<file path="src/rtl/tpu_pkg.sv">
// Shared Q8.8 constants, accumulator state encoding and the saturating narrow
// helper used by every bias-gradient column.
package tpu_pkg;

  localparam int INT_W       = 8;
  localparam int FRAC_W      = 8;
  localparam int DATA_W      = INT_W + FRAC_W;
  localparam int NARROW_IN_W = 32;

  typedef enum logic [1:0] {
    ST_IDLE  = 2'd0,
    ST_ACCUM = 2'd1,
    ST_HOLD  = 2'd2
  } acc_state_e;

  typedef struct packed {
    logic [DATA_W-1:0] data;
    logic              clamped;
  } narrow_t;

  // Clamp a wide signed Q8.8 value into DATA_W bits, flagging any clamp.
  function automatic narrow_t sat_narrow(input logic signed [NARROW_IN_W-1:0] v);
    narrow_t r;
    if (v > 32'sh0000_7FFF) begin
      r.data    = 16'h7FFF;
      r.clamped = 1'b1;
    end else if (v < 32'shFFFF_8000) begin
      r.data    = 16'h8000;
      r.clamped = 1'b1;
    end else begin
      r.data    = v[DATA_W-1:0];
      r.clamped = 1'b0;
    end
    return r;
  endfunction

endpackage

</file>
<file path="src/rtl/bias_grad_acc_column.sv">
// One column of the bias-gradient accumulator: running sum, row counter,
// done detection and narrowing. Saturation enabled by GRAD_ACC_SATURATE_EN.
module bias_grad_acc_column #(
  parameter int DATA_W = 16,
  parameter int ACC_W  = 24,
  parameter int CNT_W  = 5
) (
  input  logic              clk,
  input  logic              rst,
  input  logic              clear_i,
  input  logic              en_i,
  input  logic [CNT_W-1:0]  size_i,
  input  logic [DATA_W-1:0] grad_i,
  input  logic              valid_i,
  output logic              done_o,
  output logic [DATA_W-1:0] narrow_o,
  output logic              clamp_o
);
  import tpu_pkg::*;

  logic signed [ACC_W-1:0] acc_q, acc_d;
  logic [CNT_W-1:0]        cnt_q, cnt_d;
  logic                    take;

  // Rows beyond the latched batch size are silently dropped.
  assign take = en_i && valid_i && (cnt_q < size_i);

  always_comb begin
    acc_d = acc_q;
    cnt_d = cnt_q;
    if (clear_i) begin
      acc_d = '0;
      cnt_d = '0;
    end else if (take) begin
      acc_d = acc_q + ACC_W'(signed'(grad_i));
      cnt_d = cnt_q + CNT_W'(1);
    end
  end

  // Done includes this cycle's add so the FSM can leave ACCUM on the same edge.
  assign done_o = (cnt_d == size_i);

`ifdef GRAD_ACC_SATURATE_EN
  narrow_t nar;
  always_comb begin
    nar      = sat_narrow(NARROW_IN_W'(acc_d));
    narrow_o = nar.data;
    clamp_o  = nar.clamped;
  end
`else
  assign narrow_o = acc_d[DATA_W-1:0];
  assign clamp_o  = 1'b0;
`endif

  always_ff @(posedge clk) begin
    if (!rst) begin
      acc_q <= '0;
      cnt_q <= '0;
    end else begin
      acc_q <= acc_d;
      cnt_q <= cnt_d;
    end
  end

endmodule

</file>
<file path="src/rtl/bias_grad_accumulator.sv">
// Two-column batch sum of dL/dH into bias gradients, presented via valid/ready.
// Optional output saturation: define GRAD_ACC_SATURATE_EN.
module bias_grad_accumulator #(
  parameter int DATA_W    = 16,
  parameter int ACC_W     = 24,
  parameter int MAX_BATCH = 16,
  localparam int CNT_W    = $clog2(MAX_BATCH + 1)
) (
  input  logic              clk,
  input  logic              rst,
  input  logic              start_in,
  input  logic [CNT_W-1:0]  batch_size_in,
  input  logic [DATA_W-1:0] grad_1_in,
  input  logic [DATA_W-1:0] grad_2_in,
  input  logic              valid_1_in,
  input  logic              valid_2_in,
  input  logic              out_ready_in,
  output logic [DATA_W-1:0] bias_grad_1_out,
  output logic [DATA_W-1:0] bias_grad_2_out,
  output logic              valid_out,
  output logic              busy_out,
  output logic              overflow_out
);
  import tpu_pkg::*;

  acc_state_e        state_q, state_d;
  logic [CNT_W-1:0]  size_q, size_d;
  logic [DATA_W-1:0] bias1_q, bias1_d, bias2_q, bias2_d;
  logic              ovf_q, ovf_d;
  logic              start_ok, in_accum;

  logic [1:0][DATA_W-1:0] grad_v, narrow_v;
  logic [1:0]             valid_v, done_v, clamp_v;

  assign grad_v  = {grad_2_in, grad_1_in};
  assign valid_v = {valid_2_in, valid_1_in};

  assign start_ok = (state_q == ST_IDLE) && start_in && (batch_size_in != '0)
                    && (batch_size_in <= CNT_W'(MAX_BATCH));
  assign in_accum = (state_q == ST_ACCUM);

  for (genvar gi = 0; gi < 2; gi++) begin : g_col
    bias_grad_acc_column #(
      .DATA_W(DATA_W),
      .ACC_W (ACC_W),
      .CNT_W (CNT_W)
    ) u_col (
      .clk     (clk),
      .rst     (rst),
      .clear_i (start_ok),
      .en_i    (in_accum),
      .size_i  (size_q),
      .grad_i  (grad_v[gi]),
      .valid_i (valid_v[gi]),
      .done_o  (done_v[gi]),
      .narrow_o(narrow_v[gi]),
      .clamp_o (clamp_v[gi])
    );
  end

  always_comb begin
    state_d = state_q;
    size_d  = size_q;
    bias1_d = bias1_q;
    bias2_d = bias2_q;
    ovf_d   = ovf_q;
    case (state_q)
      ST_IDLE: begin
        if (start_ok) begin
          state_d = ST_ACCUM;
          size_d  = batch_size_in;
          ovf_d   = 1'b0;
        end
      end
      ST_ACCUM: begin
        // Results are captured on the edge that completes the later column.
        if (&done_v) begin
          state_d = ST_HOLD;
          bias1_d = narrow_v[0];
          bias2_d = narrow_v[1];
          ovf_d   = ovf_q | (|clamp_v);
        end
      end
      ST_HOLD: begin
        if (out_ready_in) state_d = ST_IDLE;
      end
      default: state_d = ST_IDLE;
    endcase
  end

  always_ff @(posedge clk) begin
    if (!rst) begin
      state_q <= ST_IDLE;
      size_q  <= '0;
      bias1_q <= '0;
      bias2_q <= '0;
      ovf_q   <= 1'b0;
    end else begin
      state_q <= state_d;
      size_q  <= size_d;
      bias1_q <= bias1_d;
      bias2_q <= bias2_d;
      ovf_q   <= ovf_d;
    end
  end

  assign bias_grad_1_out = bias1_q;
  assign bias_grad_2_out = bias2_q;
  assign valid_out       = (state_q == ST_HOLD);
  assign busy_out        = (state_q != ST_IDLE);
  assign overflow_out    = ovf_q;

endmodule

</file>
<file path="config.mk">
export PLATFORM = sky130hd
export DESIGN_NAME = bias_grad_accumulator
export DESIGN_NICKNAME = d
export VERILOG_FILES = /design/src/rtl/tpu_pkg.sv /design/src/rtl/bias_grad_acc_column.sv /design/src/rtl/bias_grad_accumulator.sv
export SDC_FILE = /design/constraint.sdc
export NUM_CORES = 1
export LEC_CHECK = 0
export ABC_AREA = 1
export BUFFER_PORTS_ARGS = -buffer_cell sky130_fd_sc_hd__clkbuf_2
export CORE_MARGIN = 2
export CORE_UTILIZATION = 54
export CTS_BUF_LIST = sky130_fd_sc_hd__clkbuf_4 sky130_fd_sc_hd__clkbuf_8
export DETAILED_ROUTE_END_ITERATION = 10
export PLACE_DENSITY = 0.89
export REMOVE_ABC_BUFFERS = 1
export SYNTH_ARGS = -nofsm -noshare
export SYNTH_HDL_FRONTEND = slang
export SYNTH_SLANG_ARGS = --single-unit
</file>
<file path="constraint.sdc">
create_clock -name clk -period 2.5 [get_ports clk]
set_input_delay 0.75 -clock clk [delete_from_list [all_inputs] [get_ports clk]]
set_output_delay 0.75 -clock clk [all_outputs]
set_load 0.02 [all_outputs]
</file>
==> impl_metrics.ini, run 1 <==
[synth]
ys_top_cells_by_count = nand2_1, nor2_1, dfxtp_1
yosysSeqAreaShare_pct = 30.3
syn_inst = 766
synthesis.area_sq_um = 5350
synth_cell_types = 36
yosys.area.top_type_share_pct = 30.3
yosys_most_used_dff = dfxtp_1
syn_area_per_cell_sq_um = 6.98
synthTopCellsByArea = dfxtp_1, nand2_1, ha_1
yosysMostFrequentCell = nand2_1
yosysWarnings = 0
yosysTopAreaCell = dfxtp_1
async_reset_ff_share_pct = 0
ys_ff_latch = 81
synth_edf_count = 0

[floorplan]
rows = 36
coreArea_sq_um = 9680
die_y_um = 104
ios = 78
start_util_pct = 55.2
die_w_um = 104
die_area_sq_um = 10700

[timing]
period_share_pct = 115
maxSlewViolCount = 0
fin_worst_skew_ns = 0.0146
fin_ws_ns = -0.374
setup_viol = 35
relSlewSlack_pct = 52.5
timing.final.crit_period_ns = 2.87
whs_ns = 0.484
max_freq_mhz = 348
rsz0062_at_grt = yes
tightest_slew_ns = 0.713
hold_viol_final = 0

[finish]
n_antenna_cell = 0
synthToLayoutAreaGrowth_pct = 35.2
design_area_sq_um = 7230
layout.nets = 1015
drive_gt1_share_pct = 30.2
stdcell_count = 1068
multi_input_area_sq_um = 3560
fillers = 660
layout.area.seq_sq_um = 1630
utilization_pct = 74.6

[setup_path]
reg2regPathDepth = 18
cp.required_ns = 2.79
crit_arrival_ns = 3.16
crit_fanout = 8
cp-end-kind = flop
startpoint_type = flop
crit_type = flop to flop
r2r_slack_ns = -0.37

[clock_tree]
cts_tree = yes
cts_buffers = 9
cts.sinks = 81
clock_latency_ns = 0.38
hold_buffers = 0
cts-root-buf = clkbuf_8
path_clk_slew_ns = 0.09
cts_htree_levels = 3
clock_path_buffers = 2

[power_and_ir_drop]
swShare_pct = 34.7
leakagePower_uw = 0.00350
ir_drop_v = 0.000292
pwr-share-comb_pct = 35.6
p_int_uw = 2490
p_clk_share_pct = 27.7
power_density_nw_per_um2 = 527
p_switching_uw = 1320
p_seq_share_pct = 36.7

[min_path]
min_path_cells = 2
hold_path_class = flop to flop

[global_route]
grt_pass1_wl_um = 25900
grt_util_met1_pct = 35.8
track_usage_pct = 29.0
grt_use_met3_pct = 4.15
grt_pass1_vias = 5609
grt.busiest_layer = met2
use_met2_pct = 50.8
grt_overflow_total = 0
grt_start_max_net_pins = 63
antenna_found_initial = 0

[placed_design]
hpwl_um = 9720
numPortBuffers = 76
dp_slack_ns = -0.293
placed_cells = 1028
post_dp_cell_area_sq_um = 6400
place.gp.congestion = 0.913

[drt]
antenna_left = 0
vias_per_cell = 5.81
route.detailed.drc = 0
firstDrtPassIters = 6
wl_um = 18100
drtIter0Drc = 603
vias = 6200
drt-wirelength-per-cell_um = 17.0

[outcome]
violations = setup timing
status = finished, violations left

[job]
max-cap-violations = 0
[cells by family (layout without fill, tap and decap cells)]
family	count (synthesis)	in the layout	share of synthesized area, %
fa+ha+maj	42	42	10.1
simple gates	373	373	31.3
buf+inv	97	266	8.26
xor+xnor	26	26	4.26
other cells	1	1	0.0701
compound gates	146	146	15.6
flops	81	81	30.3
[repair_timing]
action | CTS | global route
setup endpoints to repair | 34 | 35
pin swaps | 22 | 29
cloned | 4 | 2
buffers inserted | 11 | 9
resized for setup | 45 | 45
[power groups by stage]
stage	Sequential, uW	Combinational, uW	Clock [uW]
2_1_floorplan	1450	552	0
3_3_place_gp	1420	960	0
3_5_place_dp	1420	983	0
4_1_cts	1390	1200	1040
5_1_grt	1400	1440	1110
6_report	1400	1350	1050
[worst max-delay path, stage by stage, from the launching register on]
cell and delay, ns:
dfxtp_4 0.37, inv_4 0.05, buf_6 0.12, ha_4 0.26, nand2_4 0.08, inv_2 0.05, nor2_4 0.17, nand3_4 0.17
nand2_1 0.12, nand2_1 0.08, nand3_1 0.13, nand2_2 0.10, nor2_4 0.18, nand3_4 0.13, nor2_8 0.18, buf_4 0.14
buf_8 0.12, a21oi_1 0.10, nor2_1 0.22
[placed cells by master (no fill, tap or decap), types with 2 or more instances in the layout]
cell type	synthesis	routed
nand2_1	160	134
nor2_1	99	94
buf_4	2	89
dfxtp_1	81	77
clkbuf_2	0	76
a21oi_1	69	68
nand3_1	73	65
inv_1	58	50
o21ai_0	34	33
ha_1	40	32
nand2_2	5	25
xor2_1	13	13
nand4_1	13	13
xnor2_1	13	13
o21a_1	12	12
a21o_1	11	11
clkbuf_8	0	11
buf_6	8	11
inv_2	3	10
o21bai_1	10	10
nor2_4	5	9
nand3_2	1	9
ha_4	0	8
o211ai_1	7	7
nand2_4	0	6
nor3_1	5	5
buf_12	0	5
nand3_4	3	3
nand3b_1	3	3
buf_16	0	3
dfxtp_2	0	3
clkinv_1	2	2
o31ai_1	2	2
o21ai_1	1	2
nor3b_1	2	2
and2_1	2	2
fa_1	2	2
clkbuf_16	0	2
[stage by stage]
| step | setup TNS, ns | total power, uW |
|---|---|---|
| 2_1_floorplan | -35.84 | 2000 |
| 3_3_place_gp | -5.36 | 2380 |
| 3_5_place_dp | -9.51 | 2400 |
| 4_1_cts | -0.171 | 3640 |
| 5_1_grt | -12.72 | 3960 |
| 6_report | -9.84 | 3810 |
[path summary, 6_finish.rpt]
path	startpoint	endpoint
hold reg to reg	bias_grad_1_out[9]	bias_grad_1_out[9]
hold / removal	bias_grad_1_out[9]	bias_grad_1_out[9]
setup reg to reg	size_q[4]	bias_grad_1_out[1]
setup / recovery	size_q[4]	bias_grad_1_out[1]
[flip-flops by register name (all words and copies together) (netlist names)]
signal / count
g_col.u_col.cnt_q: 10
bias_grad_1_out: 16
state_q: 2
bias_grad_2_out: 16
g_col.u_col.acc_q: 32
size_q: 5
[final cells by class]
type	count	area share [%]
inverter	63	3.31
clock buffer	12	2.20
tap	133	2.30
timing repair buffer	187	19.6
sequential	81	22.5
clock inverter	4	0.710
multi-input combinational	588	49.3
[metal layers]
metal	vias up	share of wire, %
met5	-	0
met4	0	5.8
met3	129	8.2
met2	394	48
met1	2803	38
li1	2874	-
Power figures use the tool's default switching activity.
==> run 2, diff against run 1 <==
- ABC_AREA: 1 -> unset
- CORE_UTILIZATION: 54 -> 53
- SKIP_LAST_GASP: unset -> 1
==> run 2 against run 1 <==
The flow finishes with violations (DRC, setup timing). Register-to-register slack worse by 0.30 ns. Worst setup slack worse by 0.30 ns. Via count is 15% lower. Sequential share of layout area is 0.37 points higher. Clock skew is 0.0023 ns higher. Final area is 1.7% lower. Final cell count is 20% lower. Largest cell class unchanged. Global-route usage is 3.3 points higher. Combinational power is 57% lower. Count of clock-buffer cells in the layout stayed put. Highest routed layer unchanged. Flip-flop and latch count stayed put.
==> impl_metrics.ini, run 2 <==
[job]
max-cap-violations = 0

[finish]
design_area_sq_um = 7100
drive_gt1_share_pct = 44.5
top_register = g_col.u_col.acc_q
final_common_cell = buf_4
stdcell_count = 857
synthToLayoutAreaGrowth_pct = 48.2
final_cell_mix = buf_4, dfxtp_1, clkbuf_2
multi_input_area_sq_um = 3610
n_antenna_cell = 0
largest_reg_flops = 32
layout.area.seq_sq_um = 1630
layout.nets = 830
utilization_pct = 81.0
fillers = 477

[synth]
yosysMostFrequentCell = dfxtp_1
synthTopCellsByArea = dfxtp_1, ha_1, mux2_1
synthesis.area_sq_um = 4790
synth_top_family_by_area = simple AND/OR/NAND/NOR gates
syn_area_per_cell_sq_um = 8.64
syn_inst = 555
ys_top_cells_by_count = dfxtp_1, nand2_1, a21oi_1
yosys_most_used_dff = dfxtp_1
synth_edf_count = 0
synth_simple_gate_area_share_pct = 20.9
synth_fa_ha_area_share_pct = 11.3
synth_compound_area_share_pct = 18.1
synth_cell_types = 60
yosys.area.top_type_share_pct = 33.8
yosysTopAreaCell = dfxtp_1
yosys.area_share.xor_xnor_pct = 4.57
async_reset_ff_share_pct = 0
yosysWarnings = 0
ys_ff_latch = 81
yosysSeqAreaShare_pct = 33.8
muxShareOfSynthArea_pct = 7.88

[timing]
timing.final.crit_period_ns = 3.18
setup_viol = 39
fin_worst_skew_ns = 0.0169
maxSlewViolCount = 0
rsz0062_at_grt = yes
finalSetupTns_ns = -21.53
max_freq_mhz = 315
period_share_pct = 127
hold_viol_final = 0
fin_ws_ns = -0.677

[setup_path]
startpoint_type = flop
crit_slowest_cell = or3_4
cpPeakStageDelay_ns = 0.41
r2r_slack_ns = -0.68
cp_top_family = compound AO/OA/AOI/OAI gates
cp.required_ns = 2.75
crit_type = flop to flop
crit_arrival_ns = 3.42
r2r_start = size_q[2]
cp-startpoint = size_q[2]
cp-end-kind = flop
critPathBufInv = 3
path_cells = inv_4, ha_4, a21oi_4, o21a_1, o21ai_2, or3_4, a211oi_4, o32ai_4, nor4b_4, buf_6, buf_12, mux2_4
crit_fanout = 5

[power_and_ir_drop]
p_switching_uw = 827
p_int_uw = 2180
ir_drop_v = 0.000295
p_seq_share_pct = 43.8
swShare_pct = 27.5
power_density_nw_per_um2 = 424
leakagePower_uw = 0.00320
p_clk_share_pct = 36.8
pwr-share-comb_pct = 19.4

[global_route]
grt_overflow_total = 0
track_usage_pct = 32.3
grt_pass1_vias = 5286
grt_pass1_wl_um = 25200
antenna_found_initial = 0
grt_start_max_net_pins = 31

[clock_tree]
hold_buffers = 0
clock_latency_ns = 0.37
clock_path_buffers = 2
cts_buffers = 9
cts.sinks = 81
cts-root-buf = clkbuf_8
cts_tree = yes
path_clk_slew_ns = 0.09
cts_htree_levels = 3

[min_path]
holdCritStartpoint = bias_grad_1_out[8]
hold_path_class = flop to flop

[drt]
firstDrtPassIters = 11
vias_per_cell = 6.13
drt-wirelength-per-cell_um = 20.7
vias = 5252
route.detailed.drc = 1
drtIter0Drc = 340
antenna_left = 0
wl_um = 17700

[placed_design]
numPortBuffers = 76
hpwl_um = 9760
dp_slack_ns = -1.05
place.gp.congestion = 0.906
placed_cells = 817
post_dp_cell_area_sq_um = 5970

[outcome]
status = finished, violations left
violations = DRC, setup timing

[floorplan]
start_util_pct = 54.7
coreArea_sq_um = 8760
die_y_um = 99.1
die_area_sq_um = 9820
ios = 78
rows = 34
die_w_um = 99.1
## run 2: cell types whose count changed after synthesis, sizes merged, moves of 9 or more
cell	delta
a21boi	+9
a21oi	-17
and2	+33
buf	-16
inv	-44
mux2	+30
nand2	-93
nand3	-65
nand4	-12
nor2	-69
## run 2: metrics by stage
| stage | hold WS [ns] | total power, uW |
|---|---|---|
| final | 0.475 | 3010 |
| after global routing | 0.477 | 3090 |
| after detailed placement | 0.458 | 1760 |
| after floorplan | 0.435 | 1560 |
| after CTS | 0.470 | 2920 |
| after global placement | 0.448 | 1740 |
## run 2: what timing repair did
action	4_1_cts	5_1_grt
buffers inserted	15	9
pin swaps	37	33
cloned	3	1
endpoints found under the setup margin	42	47
resized for setup	94	61
## run 2: layer usage
metal	global-route usage, %	vias to the layer above	share of wire, %
met3	5.90	116	7.6
met5	0	-	0
met2	58.3	326	49
li1	-	2334	-
met1	35.4	2476	36
met4	18.3	0	6.8
## run 2: final timing paths
check,end,cells past startpoint
max reg2reg,bias_grad_1_out[10],12
min reg2reg,bias_grad_1_out[8],2
max,bias_grad_1_out[10],12
min,bias_grad_1_out[8],2
## run 2: power by group through the flow
| stage | clock [uW] | sequential [uW] | combinational, uW |
|---|---|---|---|
| 6_report | 1110 | 1320 | 585 |
| 5_1_grt | 1160 | 1320 | 612 |
| 4_1_cts | 1090 | 1320 | 518 |
| 3_5_place_dp | 0 | 1340 | 420 |
| 3_3_place_gp | 0 | 1340 | 399 |
| 2_1_floorplan | 0 | 1350 | 212 |
## run 2: layout make-up
cell class | count | share of cell area [%]
clock buffer | 12 | 2.15
clock inverter | 3 | 0.916
inverter | 17 | 0.934
multi-input combinational | 438 | 50.8
sequential | 81 | 22.9
tap | 108 | 1.90
timing repair buffer | 198 | 20.4
## run 2: logic make-up (layout without fill, tap and decap cells)
kind of cell / count (synthesis) / in the layout
simple gates: 201 / 201
xor+xnor: 25 / 25
compound gates: 135 / 135
mux: 34 / 34
buf+inv: 36 / 230
flops: 81 / 81
fa+ha+maj: 42 / 42
other cells: 1 / 1
## run 2: worst register-to-register path: stages, from the launching register on
cell	delay, ns
dfxtp_2	0.37
inv_4	0.07
ha_4	0.26
a21oi_4	0.17
o21a_1	0.25
o21ai_2	0.10
or3_4	0.41
a211oi_4	0.32
o32ai_4	0.14
nor4b_4	0.33
buf_6	0.19
buf_12	0.15
mux2_4	0.32
==> run 3, diff against run 2 <==
- CORE_UTILIZATION: 53 -> 59
- PLACE_DENSITY: 0.89 -> 0.93
- SKIP_LAST_GASP: 1 -> unset
- clock period: 2.5 -> 3.65 ns (I/O delays scaled with it)
==> run 3 against run 2 <==
The flow now finishes without violations. Total power is 39% lower. Final area is 22% lower. Global-route usage is 5.1 points lower. Die area is 9.8% lower. Non-clock buffer count is 104 lower. Sequential power is 32% lower. Routed wire length is 34% lower. Hold slack worse by 0.011 ns.
==> impl_metrics.ini, run 3 (synthesis gave the netlist of run 2 again) <==
[outcome]
status = completed

[setup_path]
cp-end-kind = flop
crit_arrival_ns = 3.70
crit_fanout = 3
crit_type = input pin to flop
startpoint_type = input pin
cp.required_ns = 3.90

[finish]
top_register = g_col.u_col.acc_q
utilization_pct = 71.2
layout.nets = 726
drive_gt1_share_pct = 20.0
final_common_cell = dfxtp_1
n_antenna_cell = 0
final_cell_mix = dfxtp_1, clkbuf_2, nand2_1
stdcell_count = 748
synthToLayoutAreaGrowth_pct = 16.0
largest_reg_flops = 32

[power_and_ir_drop]
p_switching_uw = 503
ir_drop_v = 0.000218
leakagePower_uw = 0.00254
power_density_nw_per_um2 = 329
pwr-share-comb_pct = 13.2
p_clk_share_pct = 37.5
p_int_uw = 1330
swShare_pct = 27.5
p_seq_share_pct = 49.3

[clock_tree]
cts_htree_levels = 3
cts.sinks = 81
cts_tree = yes
clock_latency_ns = 0.36
cts-root-buf = clkbuf_8
cts_buffers = 9
post_cts_buffers = 0
clock_path_buffers = 2
cts_resized = 0
path_clk_slew_ns = 0.09
hold_buffers = 0

[floorplan]
rows = 32
ios = 78
die_w_um = 94.1
die_y_um = 94.1
die_area_sq_um = 8860
start_util_pct = 61.4
coreArea_sq_um = 7810

[min_path]
hold_path_class = flop to flop

[placed_design]
numPortBuffers = 76
place.gp.congestion = 0.927
hpwl_um = 8710
dp_slack_ns = -0.298
placed_cells = 732

[timing]
tightest_slew_ns = 0.615
fin_worst_skew_ns = 0.0124
max_freq_mhz = 290
relSlewSlack_pct = 58.9
whs_ns = 0.464
maxSlewViolCount = 0
rsz0062_at_grt = no
fin_ws_ns = 0.200
hold_viol_final = 0
period_share_pct = 94.5
setup_viol = 0
timing.final.crit_period_ns = 3.45

[drt]
vias_per_cell = 5.92
wl_um = 11800
firstDrtPassIters = 5
drtIter0Drc = 190
antenna_left = 0
vias = 4425
route.detailed.drc = 0
drt-wirelength-per-cell_um = 15.7

[job]
max-cap-violations = 0

[global_route]
track_usage_pct = 27.2
grt_pass1_vias = 4420
grt_pass1_wl_um = 19400
grt_start_max_net_pins = 32
grt_overflow_total = 0
antenna_found_initial = 0
[run 3: metrics by stage]
step / TNS [ns] / total power [uW] / area (sq um)
finish: 0 / 1830 / 5560
floorplan: -22.99 / 1070 / 4690
detailed placement: -0.581 / 1160 / 5350
global route: 0 / 1890 / 5560
global placement: -0.121 / 1150 / 5350
CTS: 0 / 1830 / 5550
[run 3: worst paths after layout]
check	start	endpoint	slack [ns]	depth (start not counted)
min	bias_grad_1_out[8]	bias_grad_1_out[8]	0.46	2
max reg2reg	size_q[2]	bias_grad_2_out[13]	0.31	11
min reg2reg	bias_grad_1_out[8]	bias_grad_1_out[8]	0.46	2
max	grad_2_in[0]	bias_grad_2_out[14]	0.20	14
[run 3: critical path, cell delays in order]
cell      delay [ns]
clkbuf_2        0.08
ha_1            0.16
inv_1           0.06
fa_1            0.39
nor2b_1         0.22
o31a_1          0.19
o21ai_1         0.11
a21boi_1        0.29
o41ai_2         0.12
buf_4           0.15
o21ai_0         0.20
xor2_1          0.10
a22o_1          0.26
mux2_1          0.29
[run 3: power by group through the flow]
stage                     combinational (uW)  sequential [uW]  clock (uW)
after floorplan                          145              921           0
after global routing                     263              904         722
after detailed placement                 236              923           0
after CTS                                238              902         691
after global placement                   224              922           0
final                                    241              902         687
[run 3: final cells by class]
| type | count | area [sq um] |
|---|---|---|
| sequential | 81 | 1620 |
| clock buffer | 10 | 138 |
| tap | 102 | 128 |
| multi-input combinational | 438 | 3020 |
| fill | 578 | 2250 |
| timing repair buffer | 94 | 528 |
| clock inverter | 6 | 67.6 |
| inverter | 17 | 63.8 |
[run 3: per-layer routing]
metal | track usage, % | wire (um) | up-vias
li1 | - | - | 2135
met1 | 30.4 | 4810 | 2106
met2 | 49.9 | 6000 | 152
met3 | 3.85 | 604 | 32
met4 | 13.9 | 345 | 0
met5 | 0 | 0 | -
